## config.mk

```make
export PLATFORM = sky130hd
export DESIGN_NAME = park_gate_ctrl
export DESIGN_NICKNAME = d
export VERILOG_FILES = /design/src/rtl/park_pkg.sv /design/src/rtl/park_gate_rise_det.sv /design/src/rtl/park_gate_ctrl.sv
export SDC_FILE = /design/constraint.sdc
export NUM_CORES = 1
export LEC_CHECK = 0
export BUFFER_PORTS_ARGS = -buffer_cell sky130_fd_sc_hd__buf_2
export CAP_MARGIN = 15
export CORE_UTILIZATION = 27
export DETAILED_ROUTE_END_ITERATION = 16
export PLACE_DENSITY = 0.41
export RECOVER_POWER = 25
export SLEW_MARGIN = 30
export SYNTH_ARGS = -nofsm -noshare
export SYNTH_HDL_FRONTEND = slang
export SYNTH_HIERARCHICAL = 1
export SYNTH_SLANG_ARGS = --single-unit
export TNS_END_PERCENT = 100
```

## constraint.sdc

```tcl
create_clock -name clk -period 2.1 [get_ports clk]
set_input_delay 0.42 -clock clk [delete_from_list [all_inputs] [get_ports clk]]
set_output_delay 0.42 -clock clk [all_outputs]
set_load 0.02 [all_outputs]
```

## src/rtl/park_pkg.sv

```systemverilog
// Shared types and default constants for the parking gate controller.
package park_pkg;

    typedef enum logic [1:0] {
        IDLE       = 2'd0,
        ENTRY_OPEN = 2'd1,
        EXIT_OPEN  = 2'd2,
        REJECT     = 2'd3
    } park_gate_state_t;

    localparam int CAPACITY_DEF    = 8;
    localparam int OPEN_CYCLES_DEF = 16;
    localparam int DENY_CYCLES_DEF = 8;
    localparam int TMR_W           = 8;

endpackage

```

## src/rtl/park_gate_rise_det.sv

```systemverilog
// Registered 1-bit rising-edge detector; pulse is high while the input is 1
// and its previous sampled value was 0.
module park_rise_det (
    input  logic i_clk,
    input  logic i_rst_n,
    input  logic i_d,
    output logic o_rise
);

    logic r_prev;

    always_ff @(posedge i_clk or negedge i_rst_n) begin
        if (!i_rst_n) r_prev <= 1'b0;
        else          r_prev <= i_d;
    end

    assign o_rise = i_d & ~r_prev;

endmodule

```

## src/rtl/park_gate_ctrl.sv

```systemverilog
// Barrier, occupancy and timeout control for a parking lot gate.
// Optional sticky timeout alarm enabled by defining PARK_GATE_TIMEOUT_ALARM_EN.
module park_gate_ctrl
    import park_pkg::*;
#(
    parameter int CAPACITY    = CAPACITY_DEF,
    parameter int CNT_W       = 4,
    parameter int OPEN_CYCLES = OPEN_CYCLES_DEF,
    parameter int DENY_CYCLES = DENY_CYCLES_DEF
) (
    input  logic             clk,
    input  logic             reset,
    input  logic             grant,
    input  logic             deny,
    input  logic             leave_req,
    input  logic             pass_sensor,
    output logic             gate_open,
    output logic             green_led,
    output logic             red_led,
    output logic [CNT_W-1:0] occupancy,
    output logic             full,
    output logic             timeout,
    output logic             alarm
);

    logic w_grant_rise, w_deny_rise, w_leave_rise, w_pass_rise;
    logic w_grant_block;

    park_rise_det u_grant_det (.i_clk(clk), .i_rst_n(reset), .i_d(grant),       .o_rise(w_grant_rise));
    park_rise_det u_deny_det  (.i_clk(clk), .i_rst_n(reset), .i_d(deny),        .o_rise(w_deny_rise));
    park_rise_det u_leave_det (.i_clk(clk), .i_rst_n(reset), .i_d(leave_req),   .o_rise(w_leave_rise));
    park_rise_det u_pass_det  (.i_clk(clk), .i_rst_n(reset), .i_d(pass_sensor), .o_rise(w_pass_rise));

    park_gate_state_t r_state, w_state_nxt;
    logic [TMR_W-1:0] r_timer, w_timer_nxt;
    logic [CNT_W-1:0] r_occ,   w_occ_nxt;
    logic             r_timeout, w_timeout_nxt;
    logic             r_alarm,   w_alarm_nxt;
    logic             w_full;

    assign w_full = (r_occ == CNT_W'(CAPACITY));

`ifdef PARK_GATE_TIMEOUT_ALARM_EN
    assign w_grant_block = r_alarm;
`else
    assign w_grant_block = 1'b0;
`endif

    always_ff @(posedge clk or negedge reset) begin
        if (!reset) begin
            r_state   <= IDLE;
            r_timer   <= '0;
            r_occ     <= '0;
            r_timeout <= 1'b0;
            r_alarm   <= 1'b0;
        end else begin
            r_state   <= w_state_nxt;
            r_timer   <= w_timer_nxt;
            r_occ     <= w_occ_nxt;
            r_timeout <= w_timeout_nxt;
            r_alarm   <= w_alarm_nxt;
        end
    end

    always_comb begin
        w_state_nxt   = r_state;
        w_timer_nxt   = r_timer;
        w_occ_nxt     = r_occ;
        w_timeout_nxt = 1'b0;
        w_alarm_nxt   = r_alarm;
        unique case (r_state)
            IDLE: begin
                // Exit has priority; a coincident grant edge is simply dropped.
                if (w_leave_rise && r_occ != '0) begin
                    w_state_nxt = EXIT_OPEN;
                    w_timer_nxt = TMR_W'(OPEN_CYCLES - 1);
                end else if (w_grant_rise && !w_full && !w_grant_block) begin
                    w_state_nxt = ENTRY_OPEN;
                    w_timer_nxt = TMR_W'(OPEN_CYCLES - 1);
                end else if (w_grant_rise || w_deny_rise) begin
                    w_state_nxt = REJECT;
                    w_timer_nxt = TMR_W'(DENY_CYCLES - 1);
                end
            end
            ENTRY_OPEN, EXIT_OPEN: begin
                if (w_pass_rise) begin
                    w_state_nxt = IDLE;
                    w_alarm_nxt = 1'b0;
                    if (r_state == ENTRY_OPEN) begin
                        if (r_occ < CNT_W'(CAPACITY)) w_occ_nxt = r_occ + 1'b1;
                    end else if (r_occ != '0) begin
                        w_occ_nxt = r_occ - 1'b1;
                    end
                end else if (r_timer == '0) begin
                    w_state_nxt   = IDLE;
                    w_timeout_nxt = 1'b1;
                    w_alarm_nxt   = 1'b1;
                end else begin
                    w_timer_nxt = r_timer - 1'b1;
                end
            end
            REJECT: begin
                if (r_timer == '0) w_state_nxt = IDLE;
                else               w_timer_nxt = r_timer - 1'b1;
            end
            default: w_state_nxt = IDLE;
        endcase
`ifndef PARK_GATE_TIMEOUT_ALARM_EN
        w_alarm_nxt = 1'b0;
`endif
    end

    assign gate_open = (r_state == ENTRY_OPEN) || (r_state == EXIT_OPEN);
    assign green_led = gate_open;
    assign red_led   = (r_state == REJECT);
    assign occupancy = r_occ;
    assign full      = w_full;
    assign timeout   = r_timeout;
    assign alarm     = r_alarm;

endmodule

```

# Word level (Yosys, flattened, before mapping)
# Index checks and enable logic that the tools add are counted.
op_classes:
  addsub: 3
  n_mul: 0
  div_mod_pow: 0
  n_lt_le_gt_ge: 1
  eq_ne: 7
  shifts: 0
  mux: 18
  bitwise_logic: 8
  n_reduce_logical: 12
op_table:
  columns: ["operator", "n"]
  rows:
  - ["$mux W8", 5]
  - ["$pmux W8 S3", 1]
  - ["$mux W4", 3]
  - ["$mux W2", 5]
  - ["$logic_not A8 Y1", 1]
  - ["$sub A8 B1 Y8 const B", 1]
  - ["$pmux W2 S3", 1]
  - ["$add A4 B1 Y4 const B", 1]
  - ["$and A1 B1 Y1", 4]
  - ["$eq A2 B2 Y1 const B", 2]
  - ["$eq A4 B4 Y1 const B", 1]
  - ["$lt A4 B4 Y1 const B", 1]
  - ["$ne A4 B4 Y1 const B", 1]
  - ["$not A1 Y1", 4]
  - ["$reduce_and A4 Y1", 1]
  - ["$reduce_bool A4 Y1", 1]
  - ["$sub A4 B1 Y4 const B", 1]
  - ["$mux W1", 3]
  - ["$eq A2 B1 Y1 const B", 1]
  - ["$logic_and A1 B1 Y1", 2]
  - ["$logic_not A2 Y1", 1]
  - ["$logic_or A1 B1 Y1", 2]
  - ["$ne A2 B1 Y1 const B", 1]
  - ["$ne A2 B2 Y1 const B", 1]
  - ["4 further kinds", 4]
word_totals:
  regBits: 19
  latch_bits: 0
  ram_bits: 0
  mem_bits_ro: 0
  in_bits: 6
  output_inout_bits: 10
  word_cells: 57
  mem_count: 0

# Logic depth before layout (Yosys ltp)
logic_depth:
  word_depth: 7
  ltp_mapped: 8
  ltp_nobuf: 8

# Cells and area by module
# The synthesis kept the hierarchy.
modules_own_cells:
  columns: ["mod", "instances", "cells_each", "area_per_inst_um2", "seq_area_each_um2"]
  rows:
  - ["park_gate_ctrl", 1, 104, 1019.7, 375.4]
  - ["park_rise_det", 4, 2, 38.8, 25.0]

# Least setup slack after synthesis
# No wires, ideal clock.
synth_timing:
  path_type: "reg2reg"
  startpoint: "reg r_state[1]"
  endpoint: "reg r_occ[3], in the netlist occupancy[3]"
  setup_ns: 0.126
  arrival_ns: 1.781
  required_time_ns: 1.974
  slack_ns: 0.193
  stages_incl_launch_ff: 8
  n_path_buf: 0
  period_less_slack_ns: 1.907
  cell_sequence: "dfrtp_1 -> inv_1 -> ha_1 -> inv_1 -> ha_1 -> a21o_1 -> a211o_1 -> a221o_1"
synth_between:
  elab_chain_len: 3
  elab_cells_between_ends: 7
  cone_classes: "eq/ne: 3; mux: 1; reduce/logical: 3"
synth_rtl:
  columns: ["item", "line_no", "text"]
  rows:
  - ["from (decl)", "park_gate_ctrl.sv:34", "park_gate_state_t r_state, w_state_nxt;"]
  - ["from (signal assigned)", "park_gate_ctrl.sv:57", "r_state <= w_state_nxt;"]
  - ["$eq A2 B1 Y1 / $eq A2 B2 Y1 (equally long branches)", "park_gate_ctrl.sv:71, park_gate_ctrl.sv:89", null]
  - ["$ne A2 B1 Y1 (no line) (tied with other cells)", null, null]
  - ["$reduce_and A4 Y1 (no line)", null, null]
  - ["to (signal assigned)", "park_gate_ctrl.sv:59", "r_occ <= w_occ_nxt;"]
  - ["to (decl)", "park_gate_ctrl.sv:36", "logic [CNT_W-1:0] r_occ, w_occ_nxt;"]
# Parallel ways exist; a longest one is shown, timed or not.
# A chain may end at the register's enable or synchronous reset.

# Worst setup path in the final report
# Same ends and word-level chain as after synthesis.

==> summary.md <==
| Metric | Value |
|---|---|
| Initial DRT Pass Iterations | 4 |
| Worst vdd ir | between 600 and 700 uV |
| Post-route ant nets | 0 |
| Total GRT Usage | 12.89% |
| CTS HTree Levels | 1 |
| Hold buffers post-CTS | 0 |
| Initial antenna violation count | 0 |
| Clk_lat worst skew | 0.25 ns |
| Die ar. | 4619 um^2 |
| Worst reg-to-reg setup slack | ~0.11 ns |
| Area grow syn2layout | 14.70% |
| Max_slew headroom | 26.09% |
| Sw Pwr | roughly 900 uW |
| Seq pwr share | 29.0% |
| Final setup margin | 0.1098 ns |
| Total of max-cap violations | 0 |
| Worst Hold Path EP | u_grant_det/r_prev |
| Layout cells sized above 1 | 21.54% |
| RSZ-0062 raised after global routing | false |
| Vias post-DR | between 800 and 900 |
| Hold depth | 1 |
| Sequential-to-total area share from yosys stat | 40.47% |
| Fmax | about 500 MHz |
| CP required | ~2.2 ns |
| Root Buffer | clkbuf_8 |
| Post-DR wirelength/cell | 13.68 um |
| Total CTS buffers | 3 |
| Hpwl dp | approximately 1900 um |
| Largest net degree at the start of global routing | 20 |
| Pwr per Cell Area | 1470 nW/um^2 |
| Internal power | 1.092 mW |
| First-pass GRT wire length | about 4300 um |
| Final setup fails | 0 |
| Synth Register Bits | 19 |
| DR vias/cell | 4.806 |
| Setup repair bufs after CTS | 0 |
| Period Utilization, post-route | 94.77% |
| Die width | between 60 and 70 um |
| Initial drt markers | 33 |
| Crit path time final | between 1.5 and 2 ns |
| R2R depth | 7 |
| Clock buffer depth | 2 |
| RePlAce Congestion | 0.8108 |
| Total gr overflow | 0 |
| Port buffer count | 14 |
| R2r startpoint | r_state[1] |
| I/O pins | 16 |
| CP Class | reg -> reg |
| Initial cell density of the core | between 20 and 30% |
| Clock power frac | 13.2% |
| Sw Ratio | 44.89% |
| Utilization after layout | 32.98% |
| Total Wirelength | roughly 2500 um |
| Vias in the first global route | 923 |
| Status | completed |
| Syn avg cell area | 10.49 um^2 |
| Synthesized area | approximately 1200 um^2 |
| Crit path capture type | flop |
| Synthesized instance count | around 110 |
| Placed Cells | between 150 and 200 |
| Hold Vio Cnt, Final | 0 |
| Yosys cell types | between 40 and 50 |
| HP Class | in -> reg |
| CTS tree | yes |
| Antenna diodes | 0 |
| Number of gates resized after cts | 0 |
| CP max FO | 5 |
| TNS Setup | 0 ns |
| Final count of pins violating max slew | 0 |
| Row Count | 23 |
| Nets | 146 |
| Core Box Area | 4086 um^2 |
| R2R Path End | occupancy[3] |
| Syn. warnings | 6 |
| Clock Skews | 0.002381 ns |
| Post-route DRC | 0 |
| CTS sink count | 19 |
| Post-Syn Nets | roughly 130 |
| Die Ht | 67.97 um |
| DP Worst Slack | 0.06002 ns |
| Combinational cell fraction of total power | 57.7% |
| CTS clk-pin slew, worst paths | 0.08 ns |
| Critical Path AT | 2.13 ns |
| Non-filler instance count after layout | 180 |
| Leakage power | 0.5992 nW |
| Startpoint types | flop |
| Worst-margin pin slew | approximately 1.1 ns |
| Total power | 1.982 mW |
| Min-delay src | grant |
==> layout make-up <==
| type | count | area [um^2] |
|---|---|---|
| Multi-Input combinational cell | 79 | 625.6 |
| Clock buffer | 4 | 45.04 |
| Tap cell | 50 | 62.56 |
| Inverter | 8 | 30.03 |
| Sequential cell | 19 | 475.5 |
| Fill cell | 442 | 2739 |
| Timing Repair Buffer | 20 | 108.9 |
==> synth_stat cells <==
library cell	count	area, um^2
dfrtp_1	19	475.5
ha_1	8	100.1
inv_1	8	30.03
nor2_1	6	22.52
nand2_1	5	18.77
o31ai_1	5	37.54
or4_1	5	37.54
a21boi_1	4	30.03
buf_4	4	30.03
nand3_1	4	20.02
nor2b_4	4	55.05
nor3_1	3	15.01
mux2_2	2	22.52
mux2i_1	2	20.02
nand2b_1	2	12.51
nor3b_1	2	15.01
nor4_1	2	12.51
o21ai_0	2	10.01
a211o_1	1	8.760
a211oi_1	1	7.510
a21boi_0	1	7.510
a21o_1	1	7.510
a21oi_1	1	5.000
a221o_1	1	10.01
a2bb2oi_1	1	8.760
a311oi_1	1	8.760
a31oi_1	1	6.260
a32o_2	1	11.26
and2_0	1	6.260
and2_1	1	6.260
buf_2	1	5.000
buf_6	1	11.26
conb_1	1	3.750
fa_1	1	20.02
nand3b_1	1	7.510
nor2b_1	1	6.260
o2111ai_1	1	8.760
o21a_1	1	7.510
o22ai_1	1	6.260
o41ai_2	1	16.27
or3_1	1	6.260
xnor2_1	1	8.760
xor2_1	1	8.760
==> power by group through the flow <==
stage | logic, mW | registers [mW] | clock network [mW]
final | 1.14 | 0.575 | 0.262
after global routing | 1.29 | 0.592 | 0.299
after CTS | 1.15 | 0.573 | 0.276
after detailed placement | 1.15 | 0.578 | 0
after global placement | 1.14 | 0.579 | 0
after floorplan | 0.795 | 0.633 | 0
==> stage by stage <==
| step | hold slack, ns | instance area, um^2 |
|---|---|---|
| after floorplan | 0.1244 | 1175 |
| after global placement | 0.4062 | 1306 |
| after detailed placement | 0.4111 | 1306 |
| after CTS | 0.1272 | 1351 |
| after global routing | 0.2791 | 1348 |
| final | 0.2890 | 1348 |
==> sequential cells by signal, summed over array words and instances (netlist names) <==
register,flops
occupancy,4
u_grant_det/r_prev,1
u_pass_det/r_prev,1
r_state,2
u_deny_det/r_prev,1
timeout,1
r_timer,8
u_leave_det/r_prev,1
==> how the worst max path moves through the flow <==
stage / startpoint / end / slack, ns / cells after the start
floorplan: r_state[1] / occupancy[3] / 0.19 / 7
global placement: r_state[0] / r_timer[7] / 0.09 / 7
detailed placement: r_state[1] / occupancy[3] / 0.06 / 7
CTS: r_state[1] / occupancy[3] / 0.06 / 7
global route: occupancy[0] / full / 0.02 / 4
finish: r_state[1] / occupancy[3] / 0.11 / 7
==> cell usage in the layout (no fill, tap or decap), types with 2 or more instances in the layout <==
master    count
dfrtp_1      19
buf_2         9
inv_1         7
ha_1          7
nor2_1        6
clkbuf_1      6
buf_4         6
nand2_1       5
o31ai_1       5
or4_1         5
nand3_1       4
a21boi_1      4
nor2b_4       4
nor3_1        3
clkbuf_8      3
and2_1        2
nor4_1        2
nor3b_1       2
nand2b_1      2
mux2_2        2
o21ai_0       2
mux2i_1       2
==> critical path, stage by stage (launching register included) <==
cell     delay, ns
dfrtp_1       0.39
inv_2         0.09
ha_2          0.20
inv_1         0.10
ha_1          0.29
a21o_1        0.17
a211o_1       0.30
a221o_1       0.34
==> cells by family after synthesis <==
| group | count (synthesis) | share of synthesized area [%] |
|---|---|---|
| DFF | 19 | 40.47 |
| xor gates and xnor gates | 2 | 1.491 |
| muxes | 4 | 3.621 |
| other | 1 | 0.3192 |
| AOI/OAI and AO/OA | 25 | 16.83 |
| adders and majority gates | 9 | 10.22 |
| buffers and inverters | 14 | 6.496 |
| and+or+nand+nor | 38 | 20.55 |
==> routing by layer <==
metal  global-route usage (%)  part of all wire, %  vias up
met4                    5.469                 0.69        0
met2                    18.75                   42       12
li1                         -                    -      440
met3                    3.667                  3.6        2
met1                    17.62                   54      411
met5                        0                    0        -
Note: power is estimated with default switching activity, not from simulation.
